===== src/rtl/misc_pkg.sv =====
// Shared types and constants for the two-word move CPU: FSM states,
// internal register codes, ALU opcodes and the flag-condition helper.
package misc_pkg;

    typedef enum logic [1:0] {
        FETCH_SRC = 2'd0,
        READ_SRC  = 2'd1,
        FETCH_DST = 2'd2,
        WRITE_DST = 2'd3
    } state_t;

    // Source codes 0..7 read PC-relative constants, 8 reads ACCU, 9..15 read flag tests
    localparam logic [3:0] REG_PC    = 4'd0;
    localparam logic [3:0] REG_PC2   = 4'd1;
    localparam logic [3:0] REG_PC4   = 4'd2;
    localparam logic [3:0] REG_PC6   = 4'd3;
    localparam logic [3:0] REG_PC8   = 4'd4;
    localparam logic [3:0] REG_PC10  = 4'd5;
    localparam logic [3:0] REG_PC12  = 4'd6;
    localparam logic [3:0] REG_PC14  = 4'd7;
    localparam logic [3:0] REG_ACCU  = 4'd8;
    localparam logic [3:0] REG_SF    = 4'd9;
    localparam logic [3:0] REG_ZF    = 4'd10;
    localparam logic [3:0] REG_CF    = 4'd12;

    // Destination codes 0..7 are (conditional) jumps
    localparam logic [3:0] REG_JMP   = 4'd0;
    localparam logic [3:0] REG_JS    = 4'd1;
    localparam logic [3:0] REG_JZ    = 4'd2;
    localparam logic [3:0] REG_JC    = 4'd4;

    localparam logic [2:0] ALU_LOAD  = 3'd0;
    localparam logic [2:0] ALU_SUB   = 3'd1;
    localparam logic [2:0] ALU_SUBR  = 3'd2;
    localparam logic [2:0] ALU_ADD   = 3'd3;
    localparam logic [2:0] ALU_XOR   = 3'd4;
    localparam logic [2:0] ALU_OR    = 3'd5;
    localparam logic [2:0] ALU_AND   = 3'd6;
    localparam logic [2:0] ALU_SHR   = 3'd7;

    // True when every flag selected by sel (bit2 carry, bit1 zero, bit0 sign) is set
    function automatic logic flags_ok(input logic [2:0] sel, input logic carry,
                                      input logic zero, input logic sign);
        return (!sel[2] || carry) && (!sel[1] || zero) && (!sel[0] || sign);
    endfunction

endpackage


===== src/rtl/misc_cpu_if.sv =====
// Memory bus between the move CPU (master) and its memory (slave).
interface misc_cpu_if #(parameter int L = 16);
    logic [L-1:0] addr;
    logic         req;
    logic         we;
    logic [L-1:0] wdata;
    logic [L-1:0] rdata;
    logic         ready;

    modport master (output addr, req, we, wdata, input rdata, ready);
    modport slave  (input addr, req, we, wdata, output rdata, ready);
endinterface


===== src/rtl/misc_alu.sv =====
// Combinational ALU for writes to ACCU-side register codes 8..15.
module misc_alu
    import misc_pkg::*;
#(
    parameter int L = 16
) (
    input  logic [2:0]   op,
    input  logic [L-1:0] a,
    input  logic [L-1:0] b,
    input  logic         cin,
    output logic [L-1:0] out,
    output logic         cout,
    output logic         zout
);
    logic [L:0] wide;

    always_comb begin
        wide = '0;
        out  = b;
        cout = cin;
        case (op)
            ALU_LOAD: out = b;
            // Arithmetic runs one bit wider; bit L is carry or borrow
            ALU_SUB:  begin wide = {1'b0, a} - {1'b0, b}; out = wide[L-1:0]; cout = wide[L]; end
            ALU_SUBR: begin wide = {1'b0, b} - {1'b0, a}; out = wide[L-1:0]; cout = wide[L]; end
            ALU_ADD:  begin wide = {1'b0, a} + {1'b0, b}; out = wide[L-1:0]; cout = wide[L]; end
            ALU_XOR:  out = a ^ b;
            ALU_OR:   out = a | b;
            ALU_AND:  out = a & b;
            ALU_SHR:  begin out = {cin, b[L-1:1]}; cout = b[0]; end
            default:  out = b;
        endcase
        zout = (out == '0);
    end
endmodule


===== src/rtl/misc_cpu.sv =====
// Move-only CPU: every instruction copies a source word to a destination word;
// low addresses (bits [L-1:4] zero) select internal registers, jumps and the ALU.
module misc_cpu
    import misc_pkg::*;
#(
    parameter int           L        = 16,
    parameter logic [L-1:0] RESET_PC = L'('h10)
) (
    input  logic       clock,
    input  logic       reset_n,
    misc_cpu_if.master bus
);
    state_t       state, nxt_state;
    logic [L-1:0] pc, inst, dtr, accu;
    logic [L-1:0] nxt_pc, nxt_inst, nxt_dtr, nxt_accu;
    logic         carry, zero, nxt_carry, nxt_zero;
    logic [L-1:0] src_val, alu_out, nxt_addr;
    logic         alu_cout, alu_zout, nxt_req, nxt_we, nxt_is_mem;

    logic [3:0] code;
    logic       is_reg, cond_ok, bus_done;

    assign code     = inst[3:0];
    assign is_reg   = (inst[L-1:4] == '0);
    assign cond_ok  = flags_ok(code[2:0], carry, zero, accu[L-1]);
    assign bus_done = bus.req && bus.ready;

    misc_alu #(.L(L)) u_alu (
        .op   (code[2:0]),
        .a    (accu),
        .b    (dtr),
        .cin  (carry),
        .out  (alu_out),
        .cout (alu_cout),
        .zout (alu_zout)
    );

    // pc already points past the source word here, so S = pc - 1
    always_comb begin
        if (!code[3])
            src_val = pc + L'({code[2:0], 1'b0}) - L'(1);
        else if (code[2:0] == 3'd0)
            src_val = accu;
        else
            src_val = L'(cond_ok);
    end

    always_comb begin
        nxt_state = state;
        nxt_pc    = pc;
        nxt_inst  = inst;
        nxt_dtr   = dtr;
        nxt_accu  = accu;
        nxt_carry = carry;
        nxt_zero  = zero;
        case (state)
            FETCH_SRC, FETCH_DST: begin
                if (bus_done) begin
                    nxt_inst  = bus.rdata;
                    nxt_pc    = pc + L'(1);
                    nxt_state = (state == FETCH_SRC) ? READ_SRC : WRITE_DST;
                end
            end
            READ_SRC: begin
                if (!is_reg) begin
                    if (bus_done) begin
                        nxt_dtr   = bus.rdata;
                        nxt_state = FETCH_DST;
                    end
                end else begin
                    nxt_dtr   = src_val;
                    nxt_state = FETCH_DST;
                end
            end
            WRITE_DST: begin
                if (!is_reg) begin
                    if (bus_done) nxt_state = FETCH_SRC;
                end else begin
                    nxt_state = FETCH_SRC;
                    if (!code[3]) begin
                        if (cond_ok) nxt_pc = dtr;
                    end else begin
                        nxt_accu  = alu_out;
                        nxt_carry = alu_cout;
                        nxt_zero  = alu_zout;
                    end
                end
            end
            default: nxt_state = FETCH_SRC;
        endcase

        // Bus outputs are registered from the next state so they stay stable through waits
        nxt_is_mem = (nxt_inst[L-1:4] != '0);
        nxt_addr   = nxt_inst;
        nxt_req    = 1'b1;
        nxt_we     = 1'b0;
        case (nxt_state)
            FETCH_SRC, FETCH_DST: nxt_addr = nxt_pc;
            READ_SRC:             nxt_req  = nxt_is_mem;
            WRITE_DST: begin
                nxt_req = nxt_is_mem;
                nxt_we  = nxt_is_mem;
            end
            default:              nxt_req  = 1'b0;
        endcase
    end

    always_ff @(posedge clock) begin
        if (!reset_n) begin
            state     <= FETCH_SRC;
            pc        <= RESET_PC;
            inst      <= '0;
            dtr       <= '0;
            accu      <= '0;
            carry     <= 1'b0;
            zero      <= 1'b1;
            bus.addr  <= RESET_PC;
            bus.req   <= 1'b0;
            bus.we    <= 1'b0;
            bus.wdata <= '0;
        end else begin
            state     <= nxt_state;
            pc        <= nxt_pc;
            inst      <= nxt_inst;
            dtr       <= nxt_dtr;
            accu      <= nxt_accu;
            carry     <= nxt_carry;
            zero      <= nxt_zero;
            bus.addr  <= nxt_addr;
            bus.req   <= nxt_req;
            bus.we    <= nxt_we;
            bus.wdata <= nxt_dtr;
        end
    end
endmodule


===== src/flat_wrapper.sv =====
// flat-port wrapper written by rule: the top's interface ports become plain ports
module misc_cpu_flat import misc_pkg::*;
#(
    parameter int           L        = 16,
    parameter logic [L-1:0] RESET_PC = L'('h10)
)
  (clock, reset_n, bus_addr, bus_req, bus_we, bus_wdata, bus_rdata, bus_ready);
  misc_cpu_if #(.L(L)) bus_i ();
  input  logic clock;
  input  logic reset_n;
  output wire logic [$bits(bus_i.addr)-1:0] bus_addr;
  output wire logic [$bits(bus_i.req)-1:0] bus_req;
  output wire logic [$bits(bus_i.we)-1:0] bus_we;
  output wire logic [$bits(bus_i.wdata)-1:0] bus_wdata;
  input wire logic [$bits(bus_i.rdata)-1:0] bus_rdata;
  input wire logic [$bits(bus_i.ready)-1:0] bus_ready;
  assign bus_addr = bus_i.addr;
  assign bus_req = bus_i.req;
  assign bus_we = bus_i.we;
  assign bus_wdata = bus_i.wdata;
  assign bus_i.rdata = bus_rdata;
  assign bus_i.ready = bus_ready;
  misc_cpu #(.L(L), .RESET_PC(RESET_PC)) u_core (.clock(clock), .reset_n(reset_n), .bus(bus_i));
endmodule

===== config.mk =====
export PLATFORM = sky130hd
export DESIGN_NAME = misc_cpu_flat
export DESIGN_NICKNAME = d
export VERILOG_FILES = /design/src/rtl/misc_pkg.sv /design/src/rtl/misc_cpu_if.sv /design/src/rtl/misc_alu.sv /design/src/rtl/misc_cpu.sv /design/src/flat_wrapper.sv
export SDC_FILE = /design/constraint.sdc
export NUM_CORES = 1
export LEC_CHECK = 0
export CAP_MARGIN = 20
export CORE_ASPECT_RATIO = 0.5
export CORE_MARGIN = 3
export CORE_UTILIZATION = 23
export DETAILED_ROUTE_END_ITERATION = 8
export PLACE_DENSITY = 0.37
export SLEW_MARGIN = 0
export SYNTH_ARGS = -nofsm -noshare
export SYNTH_HDL_FRONTEND = slang
export SYNTH_SLANG_ARGS = --single-unit

===== constraint.sdc =====
create_clock -name clock -period 4.2 [get_ports clock]
set_clock_uncertainty 0.1 [all_clocks]
set_input_delay 0.84 -clock clock [delete_from_list [all_inputs] [get_ports clock]]
set_output_delay 0.84 -clock clock [all_outputs]
set_load 0.05 [all_outputs]

## Word level (Yosys, flattened, before mapping)

Index checks and enable logic that the tools add are counted.

- Input bits: 19
- Word-level logic and storage cells: 78
- Bits in latches: 0
- Flip-flop bits (word level): 86
- Memory bits (read-only): 0
- Memory bits (writable): 0
- Memories: 0
- Output and inout port bits: 34

- Div/mod/pow operators: 0
- $mul: 0
- Reductions and logical operators: 24
- Order comparisons: 0
- Add/subtract/negate cells: 6
- Bitwise operators: 3
- Shift operators: 0
- Mux-type cells: 22
- Equal/unequal tests: 13

Operators by type and width:

| cell | count |
|---|---|
| $mux W16 | 11 |
| $pmux W16 S8 | 1 |
| $sub A16 B16 Y17 | 2 |
| $pmux W16 S2 | 1 |
| $add A16 B16 Y17 | 1 |
| $add A16 B1 Y16 const B | 1 |
| $add A16 B4 Y16 | 1 |
| $and A16 B16 Y16 | 1 |
| $logic_not A16 Y1 | 1 |
| $or A16 B16 Y16 | 1 |
| $sub A16 B1 Y16 const B | 1 |
| $xor A16 B16 Y16 | 1 |
| $eq A3 B3 Y1 const B | 4 |
| $logic_not A12 Y1 | 1 |
| $mux W2 | 6 |
| $reduce_bool A12 Y1 | 1 |
| $eq A2 B2 Y1 const B | 4 |
| $eq A3 B2 Y1 const B | 2 |
| $pmux W2 S3 | 1 |
| $reduce_or A2 Y1 | 3 |
| $eq A2 B1 Y1 const B | 2 |
| $logic_not A2 Y1 | 2 |
| $pmux W1 S4 | 1 |
| $reduce_and A2 Y1 | 2 |
| other kinds (10) | 16 |

## Depth between registers and ports, before layout

- Word-level depth: 9
- Gate-level depth with buffers: 19
- Mapped depth without buffers: 16

## Cells and area by module

From an unflattened synthesis, not the netlist that was laid out.

- Cells, all modules: 1,151
- Area, all modules: 8,690.8 um^2

Modules (own cells, without submodules):

| module | instances | cells an instance | seq. area each (um^2) | area an instance (um^2) |
|---|---|---|---|---|
| misc_cpu | 1 | 547 | 1,721.7 | 4,636.9 |
| misc_alu | 1 | 604 | 0.0 | 4,053.9 |

## Least setup slack after synthesis

OpenSTA, ideal clock, no wires.

- Path kind: register to register
- Start: reg, netlist name u_core.bus.wdata[1]
- End: reg u_core.zero
- Path buffers: 0
- Stages on the path, launching flop included: 13
- Arrival time: 3.492 ns
- Path slack: 0.549 ns
- Setup time: 0.060 ns
- Clock period less this slack: 3.651 ns
- Required time: 4.040 ns
- Path through: dfxtp_1 > inv_1 > fa_1 > nor2b_1 > or3_1 > a311oi_2 > a21oi_1 > or4_1 > or3_1 > nor4_2 > nand3_1 > nor4_2 > a221o_1

RTL lines:

| what | RTL line | source |
|---|---|---|
| to (signal assigned) | misc_cpu.sv:128 | `zero <= nxt_zero;` |
| to (decl) | misc_cpu.sv:16 | `logic carry, zero, nxt_carry, nxt_zero;` |

==> reports/qor.yml <==
clock_network:
  cts_setup_buffers: 0
  clockBufferDepth: 2
  clock_sinks: 86
  cts_tree: "done"
  clk_latency_ns: 0.37
  h-tree-depth: 3
  postCtsResizedCells: 0
  cts_root_buf: "clkbuf_16"
  clk_pin_slew_ns: 0.09
  cts_hold_buf: 0
  cts_buffers: 9
run_status:
  status: "finished clean"
floorplanning:
  die_w_um: 272
  num_rows: 48
  die_area_um2: 37900
  initial_core_util: 0.235
  ios: 53
  core_um2: 34700
  die_h_um: 139
power:
  power_frac_clock: 0.313
  p_seq_frac: 0.329
  powerDensity_nw_per_um2: 270
  switchingPower_uw: 1040
  power.share.switching: 0.393
  power.total_uw: 2640
  ir_drop_mv: 0.198
  power_frac_comb: 0.358
  p_leak_uw: 0.00381
  internal-power_uw: 1600
routing:
  first_pass_iters: 5
  drtIter0Drc: 620
  vias: 8398
  vias_per_cell: 5.20
  drcViolationCount: 0
  wl_um: 36000
  route.detailed.wl_per_inst_um: 22.3
  antenna_left: 0
worst_setup_path:
  path_buf_inv: 2
  worstPathRequired_ns: 4.42
  crit_path_max_incr_delay_ns: 0.58
  startpoint: "u_core.bus.wdata[10]"
  path_max_fanout: 13
  reg2reg_from: "u_core.bus.wdata[10]"
  cp_cell_sequence: "inv_1, ha_1, nor3_1, nand2_1, a2111oi_0, buf_4, a211oi_1, xnor2_1, o22ai_1, a22oi_1, nand4_1, nor4_2, a221o_1"
  crit_path_top_delay_cell: "a2111oi_0"
  reg2reg_depth: 13
  worstSetupPathType: "reg -> reg"
  cp.arrival_ns: 4.22
  critPathCaptureType: "flip-flop"
  crit_family: "compound AO/OA/AOI/OAI gates"
  worst-path-stages: 13
  worst_setup_path_start_kind: "flip-flop"
cells_and_area:
  layout.cells.non_filler: 1615
  num_antenna_cells: 0
  fin_util: 0.281
  nets: 1251
  final_common_cell: "a21oi_1"
  drive_above_1_share: 0.0886
  layout_common_cells: "96 x a21oi_1, 93 x nor2_1, 93 x ha_1"
  area_delta_synth_final_pct: 19.5
yosys:
  synth_warnings: 0
  synthCells: 1074
  syn_area_um2: 8160
  synth_edf_count: 0
  ys_seq_area_frac: 0.211
  ys.flop_type: "dfxtp_1"
  async_flop_share: 0
  synthesis.nets: 1190
  postSynthAreaPerCell_um2: 7.60
  ys_types: 77
  ys_seq_elements: 86
sta:
  setup_ws_ns: 0.194
  slew_headroom: 0.452
  rsz0062_at_grt: "no"
  hold_viol: 0
  period_share: 0.954
  fin_crit_ns: 4.01
  fmax_mhz: 250
  tightest_slew_ns: 0.819
  final-setup-viol-count: 0
  maxSlewViolCount: 0
  tns_ns: 0
grt:
  grt_pass1_vias: 8277
  antenna_found_initial: 0
  grt_pass1_wl_um: 54200
  overflow: 0
  track_usage: 0.187
  grt_max_degree: 39
worst_hold_path:
  hp-class: "reg -> reg"
  hold_depth: 2
  min-delay-start: "u_core.accu[2]"
placed_design:
  dp.cells: 1599
  port_buffers: 52
  place_congestion: 0.931
  hpwlAfterDp_um: 27800
  dp_slack_ns: 0.299
flow_run:
  maxCapViolations: 0
## synth_stat cells, drive strengths merged, types with 20 or more instances
| master | instances | area [um^2] |
|---|---|---|
| o211ai | 21 | 158 |
| inv | 87 | 327 |
| ha | 93 | 1160 |
| nor3 | 26 | 130 |
| mux2i | 27 | 270 |
| a21oi | 96 | 480 |
| nor2 | 94 | 353 |
| nand3 | 25 | 125 |
| nor4 | 20 | 153 |
| and3 | 20 | 125 |
| o21ai | 62 | 310 |
| dfxtp | 86 | 1720 |
| nand2 | 89 | 334 |
| clkbuf | 43 | 161 |
| a211oi | 25 | 188 |
## power by group through the flow
stage	Sequential, uW	Clock (uW)	Combinational (uW)
6_report	869	825	944
5_1_grt	873	880	1010
4_1_cts	868	854	933
3_5_place_dp	888	0	928
3_3_place_gp	887	0	935
2_1_floorplan	955	0	509
## path summary, 6_finish.rpt
kind	to	slack, ns
setup / recovery	u_core.zero	0.19
hold / removal	u_core.accu[2]	0.42
setup reg to reg	u_core.zero	0.19
hold reg to reg	u_core.accu[2]	0.42
## final cells by class
class / count / area [um^2]
inverters: 89 / 334
flip-flops and latches: 86 / 1720
multi-input cells: 839 / 5860
fillers: 3848 / 25000
repair buffers: 110 / 956
clock inverters: 6 / 53.8
clock buffers: 10 / 229
well taps: 475 / 594
## flip-flops by register name, summed over array words and instances (netlist names)
register	flops
u_core.accu	16
u_core.bus.addr	16
u_core.bus.wdata	16
u_core.inst	16
u_core.pc	16
u_core.state	2
u_core.bus.req	1
u_core.bus.we	1
u_core.carry	1
u_core.zero	1
## routing by layer
metal,GRT usage,share of wire,wire (um)
met2,0.267,0.40,14500
met3,0.0347,0.058,2100
met1,0.290,0.53,19100
met5,0,0,0
met4,0.0302,0.0091,328
## cells by family after synthesis
kind of cell,count (synthesis),share of synthesized area
AO/OA/AOI/OAI,347,0.286
XOR/XNOR,23,0.0247
adder cells (fa/ha/maj),97,0.152
buffers and inverters,149,0.0713
flip-flops,86,0.211
multiplexers,37,0.0552
AND/OR/NAND/NOR,335,0.200
## metrics by stage
step	hold slack, ns	area (um^2)
after floorplan	0.358	8160
after global routing	0.459	9750
after global placement	0.401	9460
final	0.422	9750
after CTS	0.419	9750
after detailed placement	0.409	9470
## tightest hold or removal path, stage by stage, from the launching register on
cell and delay (ns):
dfxtp_1 0.35, nand2_1 0.07, a21oi_1 0.05
Power figures use the tool's default switching activity.
==> patch, RTL diff (same flow settings) <==
`L` is set to 16 in 4 places; all go to 8.
--- a/src/rtl/misc_cpu_if.sv
+++ b/src/rtl/misc_cpu_if.sv
@@ -1,3 +1,3 @@
 // Memory bus between the move CPU (master) and its memory (slave).
-interface misc_cpu_if #(parameter int L = 16);
+interface misc_cpu_if #(parameter int L = 8);
     logic [L-1:0] addr;
--- a/src/rtl/misc_alu.sv
+++ b/src/rtl/misc_alu.sv
@@ -4,3 +4,3 @@
 #(
-    parameter int L = 16
+    parameter int L = 8
 ) (
--- a/src/rtl/misc_cpu.sv
+++ b/src/rtl/misc_cpu.sv
@@ -5,3 +5,3 @@
 #(
-    parameter int           L        = 16,
+    parameter int           L        = 8,
     parameter logic [L-1:0] RESET_PC = L'('h10)
--- a/src/flat_wrapper.sv
+++ b/src/flat_wrapper.sv
@@ -3,3 +3,3 @@
 #(
-    parameter int           L        = 16,
+    parameter int           L        = 8,
     parameter logic [L-1:0] RESET_PC = L'('h10)
Interface: changed (resized bus_addr, bus_rdata and bus_wdata); port bits go from 53 to 29. The function was not compared with the original's and may differ.
==> patch against the unedited design <==
Largest cell class unchanged; routed wire length is 61% lower; cell area is 51% lower; die area is 48% lower; synthesized area is 49% lower; sequential cell count is 40 lower; worst setup slack better by 0.91 ns; global-route usage is 4.3 points lower; non-clock buffer count is 73 lower; total power is 51% lower; largest power group is now registers; sequential power is 45% lower; clock power is 44% lower.
==> patch: results (changes against the unedited design) <==
Layout Nets=584 (-53%); DR pass1 iterations=4 (-1); placed cell areas=4649 um2 (-51%); status=complete, no violations; adder-cell area share of the yosys netlist=15.19% (-0.058 points); crit path max fanout=10 (-3); crit path time final=3.095 ns (-0.9108 ns); Synth area leaders=dfxtp_1 (22%), ha_1 (13%), inv_1 (4.2%); pre-CTS WS=1.163 ns (+0.8637 ns); library cells used by synthesis=74 (-3.9%); crit path DAT=3.20 ns (-1.02 ns); syn nets=571 (-52%); vias in the first global route=3704 (-55%); Synth Area in XOR/XNOR=2.320% (-0.15 points); via/cell ratio=4.926 (-5.3%); Final GP Congestion=0.8290 (-11%); Port Buffers=28 (-46%); CTS Buf Count=5 (-4); clock latency on the worst-skew pair=0.29 ns (-0.08 ns); first-pass GRT wire length=22.35 mm (-59%); post-synthesis mux area share=5.303% (-0.22 points); normalized max-slew margin=54.90% (+9.7 points); most frequent cells after synthesis=inv_1 (47), dfxtp_1 (46), ha_1 (44), nand2_1 (39), a21oi_1 (26); worst vdd ir=0.1657 mV (-16%); flop2flop setup slack=1.10 ns (+0.91 ns); P_leak=1.894 nW (-50%)
## patch: final timing paths
check	start	to	depth (start not counted)
max	u_core.bus.wdata[3]	u_core.zero	9
min	u_core.zero	u_core.zero	2
max reg2reg	u_core.bus.wdata[3]	u_core.zero	9
min reg2reg	u_core.zero	u_core.zero	2
## patch: critical path, cell delays in order, from the launching register on
cell       delay [ns]
dfxtp_1          0.52
inv_1            0.16
ha_1             0.47
nor3_2           0.42
nand2_1          0.13
o221ai_2         0.20
mux2_4           0.34
o32ai_4          0.30
o2111ai_1        0.14
o31ai_1          0.24
## patch: routing by layer
metal	part of all wire (%)	vias to the layer above	track usage, %
met5	0	-	0
met4	0.85	0	2.901
met3	4.2	9	1.836
met2	43	89	22.74
met1	52	1768	21.13
li1	-	1878	-
## patch: stage by stage
step	power (mW)	utilization, %	cells
final	1.286	27.48	760
after floorplan	0.7254	-	512
after CTS	1.303	27.48	760
after detailed placement	0.8362	26.53	752
after global placement	0.8427	26.53	752
after global routing	1.355	27.48	760
## patch: logic make-up after synthesis
group / after synthesis
xor+xnor: 11
buf+inv: 83
simple gates: 146
compound gates: 159
mux: 19
fa+ha+maj: 48
flops: 46
## patch: cell type report
type	count	share of cell area [%]
clock buffer	6	2.676
multi-input combinational	383	60.02
sequential	46	19.12
clock inverter	2	0.7794
timing repair buffer	37	7.223
inverter	52	4.105
tap	234	6.080
## patch: report_power, final
part	internal (mW)	switching (mW)
logic	0.134	0.218
clock network	0.281	0.176
registers	0.452	0.0230
total	0.868	0.418
